--- config.mk ---
export PLATFORM = sky130hd
export DESIGN_NAME = rx_frame_ctrl
export DESIGN_NICKNAME = d
export VERILOG_FILES = /design/src/rtl/rx_frame_ctrl.sv
export SDC_FILE = /design/constraint.sdc
export NUM_CORES = 1
export LEC_CHECK = 0
export ABC_AREA = 1
export CORE_UTILIZATION = 45
export CTS_CLUSTER_DIAMETER = 150
export DETAILED_ROUTE_END_ITERATION = 8
export HOLD_SLACK_MARGIN = 0.1
export PLACE_DENSITY = 0.74
export SLEW_MARGIN = 20
export SYNTH_ARGS = -nofsm -noshare
export SYNTH_HDL_FRONTEND = slang
export SYNTH_SLANG_ARGS = --single-unit
--- constraint.sdc ---
create_clock -name clock_system -period 2 [get_ports clock_system]
set_input_delay 0.3 -clock clock_system [delete_from_list [all_inputs] [get_ports clock_system]]
set_output_delay 0.3 -clock clock_system [all_outputs]
set_load 0.02 [all_outputs]
--- src/rtl/rx_frame_ctrl.sv ---
// Receive framer: parses AA-prefixed command frames and streams picture bytes into a frame buffer.
// Optional macro RX_CHECKSUM_EN appends a modulo-256 checksum byte to every command frame.
module rx_frame_ctrl #(
  parameter int PIC_BYTES   = 76800,
  parameter int TIMEOUT_CYC = 50000
) (
  input  logic        clock_system,
  input  logic        rstn,
  input  logic        cmd_ready,
  input  logic [7:0]  cmd_data,
  input  logic        pic_ready,
  input  logic [7:0]  pic_data,
  output logic        wr_en,
  output logic [16:0] wr_addr,
  output logic [7:0]  wr_data,
  output logic        cmd_valid,
  output logic [7:0]  cmd_code,
  output logic [15:0] cmd_arg,
  output logic        frame_done,
  output logic        err,
  output logic        busy
);

  // state      | meaning
  // IDLE       | waiting for AA sync byte or first picture byte
  // CMD_CODE   | sync seen, expecting command code
  // CMD_ARGH   | expecting argument high byte
  // CMD_ARGL   | expecting argument low byte
  // CMD_SUM    | expecting checksum byte (RX_CHECKSUM_EN only)
  // PIC_STREAM | writing picture bytes at the running index
  typedef enum logic [2:0] {
    IDLE,
    CMD_CODE,
    CMD_ARGH,
    CMD_ARGL,
`ifdef RX_CHECKSUM_EN
    CMD_SUM,
`endif
    PIC_STREAM
  } state_t;

  localparam logic [16:0] IDX_LAST = 17'(PIC_BYTES - 1);
  localparam logic [19:0] TC_LAST  = 20'(TIMEOUT_CYC - 1);

  state_t      state;
  logic [16:0] idx;
  logic [19:0] tcnt;
  logic [7:0]  code_r;
  logic [7:0]  argh_r;
  logic        in_cmd;

`ifdef RX_CHECKSUM_EN
  logic [7:0]  argl_r;
  logic [7:0]  sum_calc;
  assign sum_calc = code_r + argh_r + argl_r;
`endif

  assign in_cmd = (state != IDLE) && (state != PIC_STREAM);

  always_ff @(posedge clock_system or negedge rstn) begin
    if (!rstn) begin
      state      <= IDLE;
      idx        <= '0;
      tcnt       <= '0;
      code_r     <= '0;
      argh_r     <= '0;
`ifdef RX_CHECKSUM_EN
      argl_r     <= '0;
`endif
      wr_en      <= 1'b0;
      wr_addr    <= '0;
      wr_data    <= '0;
      cmd_valid  <= 1'b0;
      cmd_code   <= '0;
      cmd_arg    <= '0;
      frame_done <= 1'b0;
      err        <= 1'b0;
      busy       <= 1'b0;
    end else begin
      wr_en      <= 1'b0;
      cmd_valid  <= 1'b0;
      frame_done <= 1'b0;
      err        <= 1'b0;

      // idx is always 0 outside PIC_STREAM, so one path serves frame start, abort and continuation
      if (pic_ready) begin
        wr_en   <= 1'b1;
        wr_addr <= idx;
        wr_data <= pic_data;
        tcnt    <= '0;
        if (in_cmd) err <= 1'b1;
        if (idx == IDX_LAST) begin
          frame_done <= 1'b1;
          idx        <= '0;
          state      <= IDLE;
          busy       <= 1'b0;
        end else begin
          idx   <= idx + 17'd1;
          state <= PIC_STREAM;
          busy  <= 1'b1;
        end
      end else if (cmd_ready && state != PIC_STREAM) begin
        tcnt <= '0;
        case (state)
          IDLE: begin
            if (cmd_data == 8'hAA) begin
              state <= CMD_CODE;
              busy  <= 1'b1;
            end
          end
          CMD_CODE: begin
            code_r <= cmd_data;
            state  <= CMD_ARGH;
          end
          CMD_ARGH: begin
            argh_r <= cmd_data;
            state  <= CMD_ARGL;
          end
`ifdef RX_CHECKSUM_EN
          CMD_ARGL: begin
            argl_r <= cmd_data;
            state  <= CMD_SUM;
          end
          CMD_SUM: begin
            if (cmd_data == sum_calc) begin
              cmd_valid <= 1'b1;
              cmd_code  <= code_r;
              cmd_arg   <= {argh_r, argl_r};
            end else begin
              err <= 1'b1;
            end
            state <= IDLE;
            busy  <= 1'b0;
          end
`else
          CMD_ARGL: begin
            cmd_valid <= 1'b1;
            cmd_code  <= code_r;
            cmd_arg   <= {argh_r, cmd_data};
            state     <= IDLE;
            busy      <= 1'b0;
          end
`endif
          default: ;
        endcase
      end else if (state != IDLE) begin
        if (tcnt == TC_LAST) begin
          err   <= 1'b1;
          idx   <= '0;
          tcnt  <= '0;
          state <= IDLE;
          busy  <= 1'b0;
        end else begin
          tcnt <= tcnt + 20'd1;
        end
      end
    end
  end

endmodule

==> results.py, run 1 <==
metrics = {
    "sta": {
        "setup_ws_ns": 0.2587,
        "period_needed_ns": 1.741,
        "relSlewSlack_pct": 60.11,
        "rsz0062_at_grt": "false",
        "fin_crit_sh_pct": 87.06,
        "setup_violations": 0,
        "fin_skew_ns": 0.007907,
        "setup_tns_ns": 0,
        "fmax_mhz": 574.3,
        "finalHoldViolations": 0,
        "tightestPinTransition_ns": 0.5984,
        "slew_violations": 0,
    },
    "pwr": {
        "p_int_uw": 3623,
        "p_leak_uw": 0.003051,
        "switchingPower_uw": 1503,
        "ir_drop_uv": 759.4,
        "sw_frac_of_total_pct": 29.32,
        "clkPwrFrac_pct": 33.9,
        "sequentialPowerShare_pct": 50.3,
        "pwr_density_cell_nw_per_um2": 802.0,
        "p_comb_share_pct": 15.8,
    },
    "floorplan": {
        "core_area_um2": 11030,
        "die_area_um2": 11960,
        "fp.dieW_um": 109.3,
        "die_h_um": 109.3,
        "rows": 38,
        "pin_count": 74,
        "initial_core_util_pct": 47.01,
    },
    "placement": {
        "place.detailed.hpwl_um": 8240,
        "gp_congestion": 0.8870,
        "preCtsSetupSlack_ns": 0.06549,
        "port_buffers": 73,
    },
    "clocking": {
        "path_clk_slew_ns": 0.07,
        "cts_buffer_depth": 2,
        "cts_root_buffer": "clkbuf_16",
        "cts_resized": 0,
        "htreeDepth": 3,
        "cts_tree": "done",
        "cts_setup_buffers": 0,
        "insertion_delay_ns": 0.36,
        "ctsHoldBuffers": 1,
        "cts_buffers": 9,
        "cts_sinks": 110,
    },
    "logic_synthesis": {
        "synth_fa_ha_area_share_pct": 0.4826,
        "synth_mux_area_share_pct": 3.475,
        "synth_compound_area_share_pct": 6.081,
        "synth_nets": 631,
        "synth_seq_cells": 110,
        "syn_avg_cell_area_um2": 8.514,
        "syn_area_um2": 5185,
        "synth_top_family_by_area": "simple AND/OR/NAND/NOR gates",
        "yosys.area_share.simple_pct": 28.96,
        "yosysSeqAreaShare_pct": 53.09,
        "synth_xor_area_share_pct": 1.520,
        "synth_top_area_cell": "dfrtp_1",
        "synth.area.top_cells": "dfrtp_1 53%, nand2_1 12%, nand3_1 5.6%, nor2_1 4.3%, inv_1 3.8%",
        "synth_cells": 609,
        "synth_top_cell_area_share_pct": 53.09,
        "synth.distinct_cells": 31,
        "synth_warnings": 0,
    },
    "cells_and_area": {
        "layout_common_cells": "166 x nand2_1, 110 x dfrtp_1, 72 x clkdlybuf4s50_1, 60 x nor2_1, 58 x nand3_1",
        "register_area_um2": 2753,
        "multi_input_comb_area_um2": 2101,
        "area_growth_pct": 23.26,
        "layout.nets": 708,
        "final_core_util_pct": 57.94,
        "diodes": 0,
        "drive_gt1_share_pct": 8.538,
        "fillCellCount": 1004,
        "layout_commonest_cell": "nand2_1",
    },
    "routing": {
        "ant_nets": 0,
        "dr.max_layer_used": "met4",
        "wl_met1_um": 4918,
        "drt-pass1-iter-count": 5,
        "drc": 0,
        "vias": 4298,
        "drt_first_iter_violations": 271,
        "wl_per_cell_um": 13.67,
        "via_per_inst": 5.172,
        "routed_wl_um": 11360,
        "routed-wl-met2_um": 5919,
        "wl_met3_um": 342,
    },
    "grt": {
        "track_usage_pct": 21.01,
        "grt_pass1_vias": 4289,
        "antenna_found_initial": 0,
        "grt_pass1_wl_um": 19390,
        "grt_max_degree": 67,
        "grt_overflow": 0,
    },
    "worst_setup_path": {
        "end_kind": "flop",
        "worst_r2r_path_depth": 8,
        "critical_path.startpoint_type": "flop",
        "critPathRequiredTime_ns": 2.25,
        "crit_arrival_ns": 1.99,
        "r2r-end": "busy$_DFFE_PN0P_",
        "path_max_fanout": 6,
        "worstReg2RegStart": "idx[0]$_DFFE_PN0P_",
        "worst-setup-path-type": "reg2reg",
        "rrSetupSlack_ns": 0.26,
    },
    "min_path": {
        "hold_class": "in2async",
    },
    "outcome": {
        "status": "completed",
    },
    "run": {
        "drv_cap": 0,
    },
}
==> per-stage QoR <==
step	power, µW	instance area, µm²	instances	hold WS [ns]
final	5126	6391	831	0.4534
after global routing	5393	6391	831	0.4840
after CTS	5186	6391	831	0.4641
after detailed placement	3430	6091	814	0.3120
after global placement	3399	6091	814	0.3058
after floorplan	3038	5185	609	0.004409
==> power groups by stage <==
stage	Combinational (µW)	Clock, µW	Sequential, µW
floorplan	360	0	2680
global placement	794	0	2600
detailed placement	814	0	2620
CTS	821	1790	2570
global route	913	1880	2600
finish	812	1740	2580
==> registers in the layout, indices dropped and copies added (netlist names) <==
name,flops
tcnt,20
state,3
cmd_valid,1
wr_data,8
wr_en,1
busy,1
idx,17
argh_r,8
frame_done,1
code_r,8
err,1
cmd_code,8
cmd_arg,16
wr_addr,17
==> metal layers <==
metal	vias up	GRT usage, %
met2	77	36.25
met4	0	8.286
met1	2079	25.68
met3	16	4.505
met5	-	0
li1	2126	-
==> synth_stat cells, drive strengths merged <==
master / instances
a21oi: 16
and3: 1
buf: 14
clkbuf: 4
dfrtp: 110
ha: 2
inv: 59
mux2: 16
nand2: 171
nand3: 62
nand3b: 1
nand4: 17
nor2: 70
nor3: 11
o21ai: 44
o21bai: 1
or2: 1
xor2: 9
==> cell families after synthesis <==
group                    after synthesis
AND/OR/NAND/NOR                      334
flip-flops                           110
buffers and inverters                 77
AO/OA/AOI/OAI                         61
multiplexers                          16
XOR/XNOR                               9
adder cells (fa/ha/maj)                2
==> how the worst max path moves through the flow <==
stage | from | end | slack [ns] | cells after the start
floorplan | state[0]$_DFFE_PN0P_ | cmd_arg[10]$_DFFE_PN0P_ | 0.55 | 6
global placement | pic_ready | tcnt[15]$_DFFE_PN0P_ | 0.13 | 9
detailed placement | pic_ready | tcnt[15]$_DFFE_PN0P_ | 0.07 | 10
CTS | idx[0]$_DFFE_PN0P_ | busy$_DFFE_PN0P_ | 0.28 | 8
global route | idx[0]$_DFFE_PN0P_ | busy$_DFFE_PN0P_ | 0.04 | 8
finish | idx[0]$_DFFE_PN0P_ | busy$_DFFE_PN0P_ | 0.26 | 8
==> layout make-up <==
| class | count | area share (%) |
|---|---|---|
| well taps | 140 | 2.741 |
| clock inverters | 7 | 1.018 |
| repair buffers | 84 | 13.31 |
| clock buffers | 9 | 3.524 |
| multi-input cells | 422 | 32.87 |
| inverters | 59 | 3.465 |
| flip-flops and latches | 110 | 43.07 |
==> critical path, cell delays in order (launching register included) <==
cell and delay, ns:
dfrtp_1 0.43, ha_1 0.27, inv_1 0.09, nor2_1 0.23, nand3_1 0.16, o21ai_0 0.24
nand2_1 0.08, nand3_1 0.08, nand2_1 0.05
No activity file was read; power rests on OpenSTA's default activity.
==> run 2, diff against run 1 <==
--- a/config.mk
+++ b/config.mk
@@ -6,6 +6,7 @@
 export NUM_CORES = 1
 export LEC_CHECK = 0
 export ABC_AREA = 1
+export CORE_MARGIN = 2
 export CORE_UTILIZATION = 45
 export CTS_CLUSTER_DIAMETER = 150
 export DETAILED_ROUTE_END_ITERATION = 8
==> run 2 against run 1 <==
  * Maximum frequency rose by 4.3%
  * Worst setup slack better by 0.072 ns
  * Via count hardly changed
  * Count of clock-buffer cells in the layout grew 2
  * Sequential cell count is the same
  * Sequential share of layout area about the same
  * Routed wire length grew 0.60%
  * Clock power decreased by 3%
  * Global-route usage decreased by 1.5 points
  * Combinational power is essentially flat
  * Sequential power about the same
  * Clock skew about the same
  * Critical path type is now reg2out
  * Largest cell class unchanged
==> results.py, run 2 (synthesis results as in run 1) <==
metrics = {
    "placement": {
        "dpl.cell_count": 818,
        "port_buffers": 73,
        "place_area_um2": 6102,
        "gp_congestion": 0.9223,
        "place.detailed.hpwl_um": 8167,
    },
    "floorplan": {
        "fp.dieW_um": 111.3,
        "pin_count": 74,
        "rows": 39,
        "core_area_um2": 11320,
        "initial_core_util_pct": 45.80,
        "die_area_um2": 12400,
        "die_h_um": 111.3,
    },
    "run": {
        "drv_cap": 0,
    },
    "cells_and_area": {
        "final_area_um2": 6387,
        "largest_reg_flops": 20,
        "final_cells": 835,
        "largest_register": "tcnt",
        "final_core_util_pct": 56.42,
        "area_growth_pct": 23.19,
        "layout_common_cells": "166 x nand2_1, 110 x dfrtp_1, 72 x clkdlybuf4s50_1, 60 x nor2_1, 58 x nand3_1",
        "layout_commonest_cell": "nand2_1",
        "fillCellCount": 1008,
        "drive_gt1_share_pct": 8.382,
        "layout.nets": 709,
        "top_regs": "tcnt: 20 flops, idx: 17 flops, wr_addr: 17 flops",
        "diodes": 0,
    },
    "worst_setup_path": {
        "critPathRequiredTime_ns": 1.70,
        "critical_path.startpoint_type": "flop",
        "path_cells": "clkdlybuf4s50_1",
        "crit_arrival_ns": 1.37,
        "end_kind": "output pin",
        "worst-setup-path-type": "reg2out",
        "cpMaxStageDelayCell": "clkdlybuf4s50_1",
        "critPathMaxStageDelay_ns": 0.62,
        "crit_family": "buffers and inverters",
        "path_max_fanout": 2,
        "critPathBufInv": 1,
    },
    "sta": {
        "setup_tns_ns": 0,
        "setup_violations": 0,
        "relSlewSlack_pct": 71.27,
        "period_needed_ns": 1.670,
        "finalHoldViolations": 0,
        "slew_violations": 0,
        "fmax_mhz": 598.9,
        "tightestPinTransition_ns": 0.4276,
        "fin_skew_ns": 0.008299,
        "rsz0062_at_grt": "false",
        "fin_crit_sh_pct": 83.49,
    },
    "clocking": {
        "cts_buffer_depth": 2,
        "cts_buffers": 9,
        "cts_resized": 0,
        "path_clk_slew_ns": 0.07,
        "cts_root_buffer": "clkbuf_16",
        "cts_sinks": 110,
        "insertion_delay_ns": 0.36,
        "htreeDepth": 3,
        "cts_tree": "done",
        "cts_setup_buffers": 0,
        "ctsHoldBuffers": 1,
    },
    "routing": {
        "vias": 4299,
        "drt-pass1-iter-count": 4,
        "ant_nets": 0,
        "routed_wl_um": 11420,
        "wl_per_cell_um": 13.68,
        "drt_first_iter_violations": 287,
        "via_per_inst": 5.149,
        "drc": 0,
    },
    "grt": {
        "track_usage_pct": 19.53,
        "grt_pass1_wl_um": 19890,
        "grt_overflow": 0,
        "antenna_found_initial": 0,
        "grt_max_degree": 61,
        "grt_pass1_vias": 4249,
    },
    "pwr": {
        "p_leak_uw": 0.003047,
        "pwr_density_cell_nw_per_um2": 795.9,
        "ir_drop_uv": 614.0,
    },
    "min_path": {
        "hold_class": "in2async",
    },
    "outcome": {
        "status": "completed",
    },
}
run 2: cell types whose count changed in the layout (fill, tap and decap cells not counted):
cell | before | now
clkbuf_1 | 0 | 2
inv_8 | 2 | 0
buf_4 | 8 | 9
run 2: worst paths after layout:
| kind | from | endpoint | slack [ns] | cells after the start |
|---|---|---|---|---|
| worst min register to register | wr_data[5]$_DFFE_PN0P_ | wr_data[5]$_DFFE_PN0P_ | 0.47 | 2 |
| worst max-delay path | wr_addr[4]$_DFFE_PN0P_ | wr_addr[4] | 0.33 | 1 |
| worst max register to register | idx[0]$_DFFE_PN0P_ | busy$_DFFE_PN0P_ | 0.34 | 8 |
| worst min-delay path | rstn | wr_addr[7]$_DFFE_PN0P_ | 0.47 | 3 |
| min in group clock_system | wr_data[5]$_DFFE_PN0P_ | wr_data[5]$_DFFE_PN0P_ | 0.47 | 2 |
| max in group asynchronous | rstn | tcnt[18]$_DFFE_PN0P_ | 1.21 | 3 |
run 2: per-layer routing:
layer / GRT usage (%) / wire (µm) / part of all wire, %
met1: 25.07 / 5035 / 44
met2: 33.13 / 5735 / 50
met3: 3.756 / 440 / 3.9
met4: 7.160 / 213 / 1.9
met5: 0 / 0 / 0
run 2: cell type report:
class	count	area (µm²)	area share, %
sequential	110	2753	43.09
multi-input combinational	422	2101	32.89
clock buffer	11	232.7	3.643
clock inverter	5	42.54	0.6660
tap	143	178.9	2.801
inverter	59	221.5	3.467
timing repair buffer	85	858.3	13.44
run 2: tightest hold or removal path, delay by kind of cell:
kind	cells	cell delay (ns)
buffers and inverters	3	0.92
run 2: stage by stage:
| stage | power [µW] | setup WS, ns | hold WS (ns) |
|---|---|---|---|
| after floorplan | 3038 | 0.5490 | 0.004409 |
| after global placement | 3413 | 0.1611 | 0.3179 |
| after detailed placement | 3437 | 0.1152 | 0.3252 |
| after CTS | 5143 | 0.2995 | 0.4765 |
| after global routing | 5337 | 0.1054 | 0.4938 |
| final | 5084 | 0.3303 | 0.4723 |
run 2: where the power goes:
part | switching, µW | leakage (µW) | internal, µW
combinational | 473 | 0.00143 | 343
sequential | 173 | 0.00149 | 2410
clock | 829 | 0.000131 | 860
total | 1470 | 0.00305 | 3610
==> run 3, diff against run 2 <==
==> constraint.sdc (replaced) <==
create_clock -name clock_system -period 1.57 [get_ports clock_system]
set_input_delay 0.2355 -clock clock_system [delete_from_list [all_inputs] [get_ports clock_system]]
set_output_delay 0.2355 -clock clock_system [all_outputs]
set_load 0.02 [all_outputs]
==> run 3 against run 2 <==
  * Total power is 29% higher
  * Sequential power is 26% higher
  * Highest routed layer unchanged
  * First-iteration DRC count is 18% lower
  * Register-to-register slack worse by 0.28 ns
  * Cell count is 4.6% higher
  * Global-route usage is 0.72 points higher
  * Final area is 6.4% higher
  * Clock skew is 0.0010 ns lower
  * Critical path type unchanged
  * Routed wire length is 6.2% higher
  * Largest power group unchanged
  * Sequential cell count stayed put
==> results.py, run 3 (synthesis results as in run 1) <==
metrics = {
    "clocking": {
        "path_clk_slew_ns": 0.07,
        "cts_root_buffer": "clkbuf_16",
        "insertion_delay_ns": 0.36,
        "cts_tree": "done",
        "htreeDepth": 3,
        "cts_sinks": 110,
        "cts_buffers": 9,
        "cts_buffer_depth": 2,
    },
    "worst_setup_path": {
        "end_kind": "output pin",
        "critPathBufInv": 1,
        "worst-setup-path-type": "reg2out",
        "critPathRequiredTime_ns": 1.33,
        "path_cells": "clkdlybuf4s50_1",
        "crit_family": "buffers and inverters",
        "crit_arrival_ns": 1.30,
        "path_max_fanout": 1,
        "critical_path.startpoint_type": "flop",
        "cpMaxStageDelayCell": "clkdlybuf4s50_1",
        "critPathMaxStageDelay_ns": 0.61,
    },
    "run": {
        "drv_cap": 0,
    },
    "sta": {
        "setup_ws_ns": 0.03478,
        "finalHoldViolations": 0,
        "relSlewSlack_pct": 61.49,
        "rsz0062_at_grt": "true",
        "fin_crit_sh_pct": 97.78,
        "hold_ws_ns": 0.4226,
        "fmax_mhz": 651.4,
        "fin_skew_ns": 0.007291,
        "tightestPinTransition_ns": 0.5776,
        "slew_violations": 0,
        "setup_violations": 0,
        "period_needed_ns": 1.535,
        "setup_tns_ns": 0,
    },
    "cells_and_area": {
        "final_area_um2": 6795,
        "final_core_util_pct": 60.02,
        "largest_reg_flops": 20,
        "area_growth_pct": 31.06,
        "layout.nets": 747,
        "drive_gt1_share_pct": 15.07,
        "layout_common_cells": "164 x nand2_1, 107 x dfrtp_1, 57 x nand3_1, 55 x nor2_1, 52 x inv_1",
        "fillCellCount": 959,
        "largest_register": "tcnt",
        "layout_commonest_cell": "nand2_1",
        "top_regs": "tcnt: 20 flops, idx: 17 flops, wr_addr: 17 flops",
        "diodes": 0,
    },
    "grt": {
        "grt_max_degree": 111,
        "antenna_found_initial": 0,
        "use_met2_pct": 34.84,
        "grt_pass1_vias": 4455,
        "grt_overflow": 0,
        "grt_pass1_wl_um": 20410,
        "track_usage_pct": 20.24,
        "grt-busiest-layer": "met2",
        "grtUsageMet3_pct": 4.028,
        "met1_usage_pct": 25.17,
    },
    "routing": {
        "drc": 0,
        "drt-pass1-iter-count": 4,
        "routed_wl_um": 12130,
        "drt_first_iter_violations": 235,
        "wl_per_cell_um": 13.90,
        "via_per_inst": 5.018,
        "ant_nets": 0,
        "vias": 4381,
    },
    "floorplan": {
        "rows": 39,
        "die_h_um": 111.3,
        "fp.dieW_um": 111.3,
        "core_area_um2": 11320,
        "die_area_um2": 12400,
        "pin_count": 74,
        "initial_core_util_pct": 45.80,
    },
    "placement": {
        "preCtsSetupSlack_ns": -0.1750,
        "port_buffers": 73,
        "gp_congestion": 0.8671,
        "place_area_um2": 6357,
        "place.detailed.hpwl_um": 8456,
    },
    "min_path": {
        "hold_class": "in2reg",
    },
    "outcome": {
        "status": "completed",
    },
    "pwr": {
        "ir_drop_uv": 595.2,
        "pwr_density_cell_nw_per_um2": 966.1,
        "p_leak_uw": 0.003764,
    },
}
-- run 3: worst register-to-register path: stages, from the launching register on --
cell     delay, ns
dfrtp_1       0.41
nor2_2        0.17
nand2_1       0.08
nor2_2        0.13
buf_4         0.14
nand4_4       0.12
buf_12        0.18
nand3_1       0.07
o21ai_0       0.08
-- run 3: final cells by class --
class,count,area [µm²],area share [%]
well taps,143,178.9,2.633
inverters,59,221.5,3.259
clock inverters,6,43.79,0.6444
repair buffers,123,1199,17.64
clock buffers,10,239.0,3.517
multi-input cells,422,2157,31.74
flip-flops and latches,110,2756,40.56
-- run 3: final timing paths --
path / startpoint / end / slack (ns) / cells past startpoint
setup reg to reg: tcnt[10]$_DFFE_PN0P_ / idx[12]$_DFFE_PN0P_ / 0.06 / 8
max in group asynchronous: rstn / idx[9]$_DFFE_PN0P_ / 0.64 / 3
hold / removal: pic_data[0] / wr_data[0]$_DFFE_PN0P_ / 0.42 / 3
hold reg to reg: wr_addr[3]$_DFFE_PN0P_ / wr_addr[3]$_DFFE_PN0P_ / 0.47 / 2
setup / recovery: cmd_valid$_DFF_PN0_ / cmd_valid / 0.03 / 1
min in group asynchronous: rstn / wr_addr[8]$_DFFE_PN0P_ / 0.49 / 3
-- run 3: repair_timing --
item,4_1_cts,5_1_grt
gates resized for setup,23,45
cloned,0,1
pin swaps,0,4
hold endpoints to repair,110,0
buffers inserted,0,3
hold buffers,1,0
endpoints found under the setup margin,23,71
-- run 3: metal layers --
metal	vias to the layer above	part of all wire, %
met4	0	2.3
met5	-	0
met2	54	51
met1	2110	44
li1	2198	-
met3	19	3.0
-- run 3: power by group --
group          internal [µW]  leakage, µW  switching [µW]
logic                    469      0.00214             665
clock network           1130     0.000139            1060
registers               3070      0.00148             175
-- run 3: stage by stage --
| stage | total power, µW | instances |
|---|---|---|
| global placement | 4444 | 852 |
| floorplan | 3869 | 609 |
| CTS | 6626 | 869 |
| global route | 6914 | 873 |
| detailed placement | 4477 | 852 |
| finish | 6565 | 873 |
